===== src/rtl/strobe_accum_pkg.sv =====
// Shared types and default widths for the strobe-sampled adder/accumulator.
package strobe_accum_pkg;

  typedef enum logic [1:0] {
    ADD     = 2'd0,
    SUB     = 2'd1,
    ACC_ADD = 2'd2,
    ACC_SUB = 2'd3
  } mode_e;

  localparam int DEF_WIDTH = 8;
  localparam int DEF_DIV_W = 8;

endpackage


===== src/rtl/strobe_gen.sv =====
// Programmable clock-enable divider: one strobe every div+1 enabled cycles.
module strobe_gen
  import strobe_accum_pkg::*;
#(
  parameter int DIV_W = DEF_DIV_W
) (
  input  logic             clk,
  input  logic             rst_n,
  input  logic             ena,
  input  logic             clr,
  input  logic [DIV_W-1:0] div,
  output logic             strobe
);

  logic [DIV_W-1:0] r_cnt;
  logic             w_hit;

  // >= rather than == so a live drop of div below the count fires at once
  assign w_hit  = (r_cnt >= div);
  assign strobe = ena & ~clr & w_hit;

  always_ff @(posedge clk or negedge rst_n) begin
    if (!rst_n) begin
      r_cnt <= '0;
    end else if (clr) begin
      r_cnt <= '0;
    end else if (ena) begin
      r_cnt <= w_hit ? '0 : r_cnt + DIV_W'(1);
    end
  end

endmodule


===== src/rtl/strobe_accum_adder.sv =====
// Sampled adder/accumulator with carry, valid pulse and sticky overflow.
// Define ADDER_SATURATE_EN to clamp results instead of wrapping.
module strobe_accum_adder
  import strobe_accum_pkg::*;
#(
  parameter int WIDTH = DEF_WIDTH,
  parameter int DIV_W = DEF_DIV_W
) (
  input  logic             clk,
  input  logic             rst_n,
  input  logic             ena,
  input  logic             clr,
  input  logic [DIV_W-1:0] div,
  input  logic [1:0]       mode,
  input  logic [WIDTH-1:0] a,
  input  logic [WIDTH-1:0] b,
  output logic [WIDTH-1:0] sum,
  output logic             carry,
  output logic             valid,
  output logic             overflow
);

`ifdef ADDER_SATURATE_EN
  function automatic logic [WIDTH-1:0] sat_clamp(input logic [WIDTH:0] full,
                                                 input logic           is_sub);
    logic [WIDTH-1:0] res;
    res = full[WIDTH-1:0];
    if (full[WIDTH]) res = is_sub ? '0 : '1;
    return res;
  endfunction
`endif

  logic             w_strobe;
  mode_e            w_mode;
  logic             w_acc;
  logic             w_sub;
  logic [WIDTH-1:0] w_x;
  logic [WIDTH-1:0] w_y;
  logic [WIDTH:0]   w_full;
  logic [WIDTH-1:0] w_res;

  logic [WIDTH-1:0] r_sum;
  logic             r_carry;
  logic             r_valid;
  logic             r_ovf;

  strobe_gen #(.DIV_W(DIV_W)) u_strobe_gen (
    .clk    (clk),
    .rst_n  (rst_n),
    .ena    (ena),
    .clr    (clr),
    .div    (div),
    .strobe (w_strobe)
  );

  // ACC modes feed the running sum back as the left operand and use a as the right
  always_comb begin
    w_mode = mode_e'(mode);
    w_acc  = (w_mode == ACC_ADD) || (w_mode == ACC_SUB);
    w_sub  = (w_mode == SUB) || (w_mode == ACC_SUB);
    w_x    = w_acc ? r_sum : a;
    w_y    = w_acc ? a : b;
    w_full = w_sub ? ({1'b0, w_x} - {1'b0, w_y}) : ({1'b0, w_x} + {1'b0, w_y});
  end

`ifdef ADDER_SATURATE_EN
  assign w_res = sat_clamp(w_full, w_sub);
`else
  assign w_res = w_full[WIDTH-1:0];
`endif

  // Sample stage: results land one edge after the strobe cycle
  always_ff @(posedge clk or negedge rst_n) begin
    if (!rst_n) begin
      r_sum   <= '0;
      r_carry <= 1'b0;
      r_valid <= 1'b0;
      r_ovf   <= 1'b0;
    end else if (clr) begin
      r_sum   <= '0;
      r_carry <= 1'b0;
      r_valid <= 1'b0;
      r_ovf   <= 1'b0;
    end else begin
      r_valid <= w_strobe;
      if (w_strobe) begin
        r_sum   <= w_res;
        r_carry <= w_full[WIDTH];
        if (w_acc && w_full[WIDTH]) r_ovf <= 1'b1;
      end
    end
  end

  assign sum      = r_sum;
  assign carry    = r_carry;
  assign valid    = r_valid;
  assign overflow = r_ovf;

endmodule


===== config.mk =====
export PLATFORM = sky130hd
export DESIGN_NAME = strobe_accum_adder
export DESIGN_NICKNAME = d
export VERILOG_FILES = /design/src/rtl/strobe_accum_pkg.sv /design/src/rtl/strobe_gen.sv /design/src/rtl/strobe_accum_adder.sv
export SDC_FILE = /design/constraint.sdc
export NUM_CORES = 1
export LEC_CHECK = 0
export CORE_MARGIN = 5
export CORE_UTILIZATION = 52
export CTS_CLUSTER_SIZE = 30
export DETAILED_ROUTE_END_ITERATION = 16
export PLACE_DENSITY = 0.81
export REMOVE_ABC_BUFFERS = 1
export SLEW_MARGIN = 20
export SYNTH_ARGS = -nofsm -noshare
export SYNTH_HDL_FRONTEND = slang
export SYNTH_HIERARCHICAL = 1
export SYNTH_SLANG_ARGS = --single-unit

===== constraint.sdc =====
create_clock -name clk -period 2.9 [get_ports clk]
set_input_delay 0.58 -clock clk [delete_from_list [all_inputs] [get_ports clk]]
set_output_delay 0.58 -clock clk [all_outputs]
set_load 0.005 [all_outputs]

==> metrics.csv, run 1 <==
stage,metric,value,unit
run_status,status,"finished, final reports clean",
cts,CTS Buffer Depth,2,
sta,Final setup viols,0,
setup_path,register-to-register setup slack,0.58,ns
die,I/O pin count,41,
worst_hold_path,HP Start,sum[7],
global_route,M3 GR Usage,4.21,%
setup_path,kind of critical path,input port to flop,
finish,FF/Latch Area,475,um2
sta,Clock Skew,0.00301,ns
yosys,sequential-to-total area share from yosys stat,24.4,%
setup_path,Worst Setup End Kind,flop,
power_and_ir_drop,LEAKAGE,1.27,nW
yosys,mux cell area share after synthesis,9.29,%
detailed_routing,DR pass1 iterations,4,
global_route,largest net degree at the start of global routing,21,
cts,clock buffer count from CTS,3,
power_and_ir_drop,sw frac,31.6,%
yosys,Area contributors post-synth,"dfrtp_1 24%, ha_1 12%, mux2i_1 5.1%",
finish,Finished Core Util,76.0,%
global_route,antenna violations before repair,0,
die,FP Rows,22,
finish,fin cells,341,
finish,share of cells above drive strength 1,27.3,%
sta,Max-slew headroom,42.6,%
detailed_routing,Routed WL per cell,14.7,um
job,max cap viols,0,
cts,CTS tree,built,
yosys,"FF+latch count, synth",19,
yosys,XOR/XNOR Fraction of Synth Area,3.14,%
detailed_routing,Initial DRC Count,89,
detailed_routing,DRT antenna net count,0,
sta,min setup slack post-route,0.102,ns
detailed_routing,overall routed net length,5020,um
worst_hold_path,worst hold stages,2,
finish,"Area growth, synth to finish",42.6,%
global_route,grt total ovfl,0,
yosys,"Avg Cell Area, Syn",8.95,um2
cts,root buf cell,clkbuf_8,
setup_path,Critical R2R Capture,sum[7],
detailed_routing,Via density,5.55,
die,Starting Density,53.3,%
cts,CTS sink count,19,
power_and_ir_drop,internal power,0.560,mW
setup_path,Worst Setup Start Kind,input port,
yosys,ys flop type,dfrtp_1,
sta,setup tns final,0,ns
die,die area,5080,um2
cts,H-tree lvl count,1,
power_and_ir_drop,power density over cell area,294,nW/um2
power_and_ir_drop,overall power,0.819,mW
cts,Worst-Skew Late Latency,0.26,ns
cts,clock-pin slew on the worst setup and hold paths,0.07,ns
place,port buffer count,40,
finish,"commonest non-fill, non-tap cell in the layout",buf_4,
global_route,total global routing track utilization,20.1,%
yosys,largest family of logic cells by synthesized area,compound AO/OA/AOI/OAI gates,
global_route,M2 GR Usage,35.0,%
finish,# diodes,0,
power_and_ir_drop,Net Sw Power,0.259,mW
setup_path,worst-path maximum fanout,5,
finish,fill cell count,277,
power_and_ir_drop,register share of total power,33.2,%
detailed_routing,via count,1893,
power_and_ir_drop,Comb pwr share,44.5,%
sta,period utilisation layout,96.5,%
yosys,top-area cell type share of the netlist area,24.4,%
power_and_ir_drop,clock power share,22.3,%
finish,Multi-input gate area,1460,um2
yosys,asr flop ratio synth,100,%
sta,clock period minus worst slack,2.80,ns
global_route,vias in the first global route,1880,
die,core area,3660,um2
global_route,first-pass GRT wire length,8380,um
setup_path,Critical Path AT,2.97,ns
worst_hold_path,Hold Path Class,flop to flop,
place,dpl ws,-0.710,ns
die,die height,71.3,um
setup_path,CP required,3.07,ns
sta,Pins Over Slew Limit,0,
global_route,met1 Use GR,25.6,%
finish,post-layout net count,343,
sta,measured slew at the worst slew-check pin,0.859,ns
yosys,number of flops mapped to enable cells by yosys,0,
sta,Hold Slack,0.536,ns
yosys,Post-Synthesis Cells,218,
yosys,Synth Area in Simple Gates,22.2,%
place,HPWL after DPL,3960,um
global_route,"Most Used Layer, Global Route",met2,
sta,f_max,0.357,GHz
yosys,post-synthesis compound-gate area fraction,23.7,%
worst_hold_path,Hold Crit Endpoint,sum[7],
finish,"Design Area, Final",2780,um2
yosys,Post-Synth Adder-Cell Area,12.6,%
setup_path,FF-to-FF Start,u_strobe_gen/r_cnt[5],
die,Die Wd,71.3,um
yosys,Synth Warn #,6,
yosys,Netlist Area Pre-Place,1950,um2
yosys,synth unique cells,55,
finish,most frequent cells in the layout,"38 x buf_4, 32 x clkdlybuf4s50_1, 19 x dfrtp_1",
place,DP Cell Count,333,
detailed_routing,DRC viols,0,
place,routability cong.,0.845,
setup_path,Reg2Reg Depth,9,
yosys,Synth area leader,dfrtp_1,
place,dpl cell area,2640,um2
power_and_ir_drop,worst vdd ir,0.331,mV
sta,Fin. Hold Viols,0,
layer usage:
layer | up-vias | share of wire [%]
met4 | 0 | 0.42
met5 | - | 0
met3 | 4 | 3.5
li1 | 958 | -
met1 | 902 | 45
met2 | 29 | 51
how the worst max path moves through the flow:
stage | from | end | cells past startpoint
floorplan | div[0] | overflow | 8
global placement | mode[1] | carry | 11
detailed placement | mode[1] | carry | 11
CTS | mode[1] | carry | 11
global route | a[1] | carry | 11
finish | a[4] | carry | 10
critical path: stages:
cell             delay [ns]
clkdlybuf4s50_1        0.47
nor4b_2                0.32
o211ai_2               0.14
nand2b_1               0.11
xnor2_1                0.08
ha_1                   0.33
and3_4                 0.22
a221oi_4               0.08
or3_1                  0.37
a311oi_2               0.26
power groups by stage:
stage | sequential, mW | clock, mW | combinational (mW)
5_1_grt | 0.272 | 0.199 | 0.398
3_3_place_gp | 0.277 | 0 | 0.325
6_report | 0.272 | 0.183 | 0.364
4_1_cts | 0.272 | 0.186 | 0.349
3_5_place_dp | 0.277 | 0 | 0.335
2_1_floorplan | 0.276 | 0 | 0.180
flip-flops by register name, summed over array words and instances, names as in the netlist:
register	cells
valid	1
u_strobe_gen/r_cnt	8
overflow	1
sum	8
carry	1
logic make-up (layout without fill, tap and decap cells):
group	count (synthesis)	after routing
compound gates	54	54
xor+xnor	7	7
fa+ha+maj	19	19
buf+inv	22	97
flops	19	19
mux	17	17
simple gates	80	80
cells in the mapped netlist (5+ instances only):
| master | n |
|---|---|
| dfrtp_1 | 19 |
| nor2_1 | 19 |
| ha_1 | 18 |
| nand2_1 | 16 |
| inv_1 | 15 |
| mux2i_1 | 10 |
| nand3_1 | 9 |
| a21oi_1 | 7 |
| nand2b_1 | 7 |
| o21ai_0 | 7 |
| mux2_2 | 6 |
| o211ai_1 | 5 |
| o21a_1 | 5 |
area by class of cell:
cell class	count	share of cell area [%]
clock buffers	4	1.62
multi-input cells	177	52.5
flip-flops and latches	19	17.1
well taps	48	2.16
repair buffers	78	24.6
inverters	15	2.02
repair_timing:
item                                    CTS  global route
endpoints found under the hold margin     0             0
endpoints found under the setup margin    7             5
pin swaps                                 6             6
setup buffers                             3             1
hold buffers                              0             0
resized for setup                        14            16
(Power assumes the default switching activity.)
==> inputs of run 2 (changes only) <==
ABC_AREA = 1   (was unset)
CORE_UTILIZATION = 51   (was 52)
==> run 2 against run 1 <==
  * Clock power is essentially flat
  * Final area shrank 7.4%
  * Highest routed layer unchanged
  * Non-clock buffer count fell by 14
  * Largest power group unchanged
  * Largest cell class unchanged
==> metrics.csv, run 2 <==
stage,metric,value,unit,change
detailed_routing,DRC viols,0,,unchanged
yosys,ys flop type,dfrtp_1,,
power_and_ir_drop,power density over cell area,292,nW/um2,-0.98%
setup_path,Critical Path AT,2.87,ns,-0.10 ns
cts,CTS sink count,19,,unchanged
power_and_ir_drop,LEAKAGE,1.42,nW,+12%
global_route,antenna violations before repair,0,,unchanged
sta,RSZ-0062 raised after global routing,false,,
die,Die Wd,70.4,um,-1.2%
detailed_routing,overall routed net length,4640,um,-7.6%
setup_path,Worst Setup Start Kind,input port,,
run_status,status,"finished, final reports clean",,
yosys,sequential-to-total area share from yosys stat,25.6,%,+1.2 points
sta,clock period minus worst slack,2.72,ns,-0.0798 ns
place,dpl cell area,2480,um2,-5.7%
sta,measured slew at the worst slew-check pin,0.855,ns,-0.00406 ns
power_and_ir_drop,worst vdd ir,0.232,mV,-30%
place,routability cong.,0.830,,-1.8%
setup_path,critical path cell sequence,clkdlybuf4s50_1 > or2_4 > o21ai_2 > ha_2 > nand3_4 > nor2_4 > nor2_1 > xnor2_1 > ha_1 > a21o_1 > a31oi_2 > nand3b_1 > nand3_1 > nand2_1,,
finish,most frequent cells in the layout,"103 x nand2_1, 44 x inv_1, 38 x clkdlybuf4s50_1",,
sta,Final setup viols,0,,unchanged
yosys,Netlist Area Pre-Place,1860,um2,-4.7%
detailed_routing,Via density,5.00,,-9.8%
setup_path,critical path's top delay family,simple AND/OR/NAND/NOR gates,,
cts,Worst-Skew Late Latency,0.26,ns,about the same
finish,share of cells above drive strength 1,14.5,%,-13 points
yosys,asr flop ratio synth,100,%,unchanged
setup_path,Worst path depth,14,,+4
yosys,top-area cell type share of the netlist area,25.6,%,+1.2 points
yosys,cell with the most instances after synthesis,nand2_1,,
detailed_routing,DRT antenna net count,0,,unchanged
setup_path,Reg2Reg Depth,18,,+9
cts,clock buffer count from CTS,3,,unchanged
die,I/O pin count,41,,unchanged
place,DP Cell Count,403,,+21%
place,port buffer count,40,,unchanged
die,FP Rows,22,,unchanged
detailed_routing,Initial DRC Count,101,,+13%
die,die height,70.4,um,-1.2%
yosys,"FF+latch count, synth",19,,unchanged
place,HPWL after DPL,3760,um,-4.9%
finish,"commonest non-fill, non-tap cell in the layout",nand2_1,,
setup_path,slowest cell delay on critical path,0.40,ns,-0.07 ns
worst_hold_path,worst hold stages,2,,unchanged
sta,f_max,0.368,GHz,+2.9%
yosys,most frequent cells after synthesis,"104 x nand2_1, 44 x inv_1, 24 x nor2_1",,
global_route,vias in the first global route,1897,,+0.90%
die,die area,4960,um2,-2.4%
finish,# diodes,0,,unchanged
sta,Clock Skew,0.00145,ns,-0.00156 ns
yosys,Synth area leader,dfrtp_1,,
finish,"Design Area, Final",2580,um2,-7.4%
yosys,Area contributors post-synth,"dfrtp_1 26%, nand2_1 21%, ha_1 12%",,
yosys,number of flops mapped to enable cells by yosys,0,,unchanged
power_and_ir_drop,overall power,0.751,mW,-8.3%
setup_path,worst-path maximum fanout,6,,+1
global_route,total global routing track utilization,19.0,%,-1.0 points
yosys,synth unique cells,32,,-42%
cts,root buf cell,clkbuf_8,,
detailed_routing,DR pass1 iterations,4,,unchanged
cts,CTS tree,built,,
cts,CTS Buffer Depth,2,,unchanged
yosys,"Avg Cell Area, Syn",6.33,um2,-29%
global_route,first-pass GRT wire length,7890,um,-5.8%
sta,Fin. Hold Viols,0,,unchanged
job,max cap viols,0,,unchanged
detailed_routing,via count,2037,,+7.6%
setup_path,CP required,3.05,ns,-0.02 ns
detailed_routing,Routed WL per cell,11.4,um,-23%
cts,post-CTS setup buffers,0,,-3
global_route,largest net degree at the start of global routing,20,,-4.8%
finish,"Area growth, synth to finish",38.5,%,
die,core area,3610,um2,-1.5%
die,Starting Density,51.6,%,-1.7 points
cts,clock-pin slew on the worst setup and hold paths,0.07,ns,about the same
yosys,Post-Synthesis Cells,294,,+35%
finish,fin cells,407,,+19%
sta,Max-slew headroom,42.8,%,+0.27 points
sta,period utilisation layout,93.7,%,-2.8 points
setup_path,Worst Setup End Kind,flop,,
setup_path,kind of critical path,input port to flop,,
sta,Pins Over Slew Limit,0,,unchanged
worst_hold_path,Hold Path Class,flop to flop,,
cts,H-tree lvl count,1,,unchanged
global_route,grt total ovfl,0,,unchanged
yosys,Synth Warn #,6,,unchanged
setup_path,Crit-path slowest cell,clkdlybuf4s50_1,,
finish,post-layout net count,409,,+19%
setup_path,"Buf+Inv Stages, Crit Path",1,,unchanged
run 2: cell count changes in the layout (fill, tap and decap cells not counted), moves of 6 or more:
cell,delta
buf_4,-14
inv_1,+29
nand2_1,+87
clkdlybuf4s50_1,+6
nand3_1,+10
mux2i_1,-9
o21ai_0,+6
nand2b_1,-7
mux2_2,-6
run 2: kinds of logic after synthesis:
logic type / after synthesis / synth area share (%)
simple gates: 161 / 36.9
buf+inv: 52 / 10.8
compound gates: 39 / 11.8
fa+ha+maj: 19 / 13.2
flops: 19 / 25.6
xor+xnor: 4 / 1.88
run 2: final timing paths:
kind | slack [ns] | to | start
worst min register to register | 0.49 | carry | carry
min in group asynchronous | 0.81 | u_strobe_gen/r_cnt[1] | rst_n
worst max-delay path | 0.18 | sum[7] | b[1]
worst max register to register | 0.73 | sum[4] | u_strobe_gen/r_cnt[0]
worst min-delay path | 0.49 | carry | carry
max in group asynchronous | 1.57 | sum[4] | rst_n
run 2: worst register-to-register path, delay by kind of cell (launching register included):
family | cells | cell delay [ns]
buf+inv | 5 | 0.41
simple gates | 9 | 0.64
flops | 1 | 0.43
compound gates | 3 | 0.33
fa+ha+maj | 1 | 0.29
run 2: power by group:
part / internal [mW] / switching (mW)
Sequential: 0.268 / 0.00384
Combinational: 0.143 / 0.152
Clock: 0.0977 / 0.0867
run 2: routing by layer:
| metal | GRT usage, % | wire [um] | up-vias |
|---|---|---|---|
| met5 | 0 | 0 | - |
| met4 | 2.13 | 22 | 0 |
| met3 | 4.17 | 267 | 4 |
| met2 | 33.0 | 2270 | 52 |
| met1 | 24.9 | 2080 | 920 |
| li1 | - | - | 1061 |
run 2: layout make-up:
class	count	area, um2
Multi-Input combinational cell	223	1230
Fill cell	314	1030
Timing Repair Buffer	64	578
Sequential cell	19	475
Inverter	49	184
Tap cell	48	60.1
Clock buffer	4	45.0
run 2: repair_timing:
item / 4_1_cts / 5_1_grt
setup endpoints to repair: 6 / 5
pin swaps: 0 / 11
resized for setup: 1 / 19
hold buffers: 0 / 0
run 2: stage by stage:
step	worst slack, ns	utilization [%]	hold WS, ns	setup TNS (ns)
6_report	0.182	71.4	0.490	0
5_1_grt	0.0401	71.4	0.510	0
4_1_cts	0.0424	70.1	0.494	0
3_5_place_dp	-0.446	68.9	0.468	-2.58
3_3_place_gp	-0.369	68.9	0.468	-2.02
2_1_floorplan	0.341	-	0.284	0
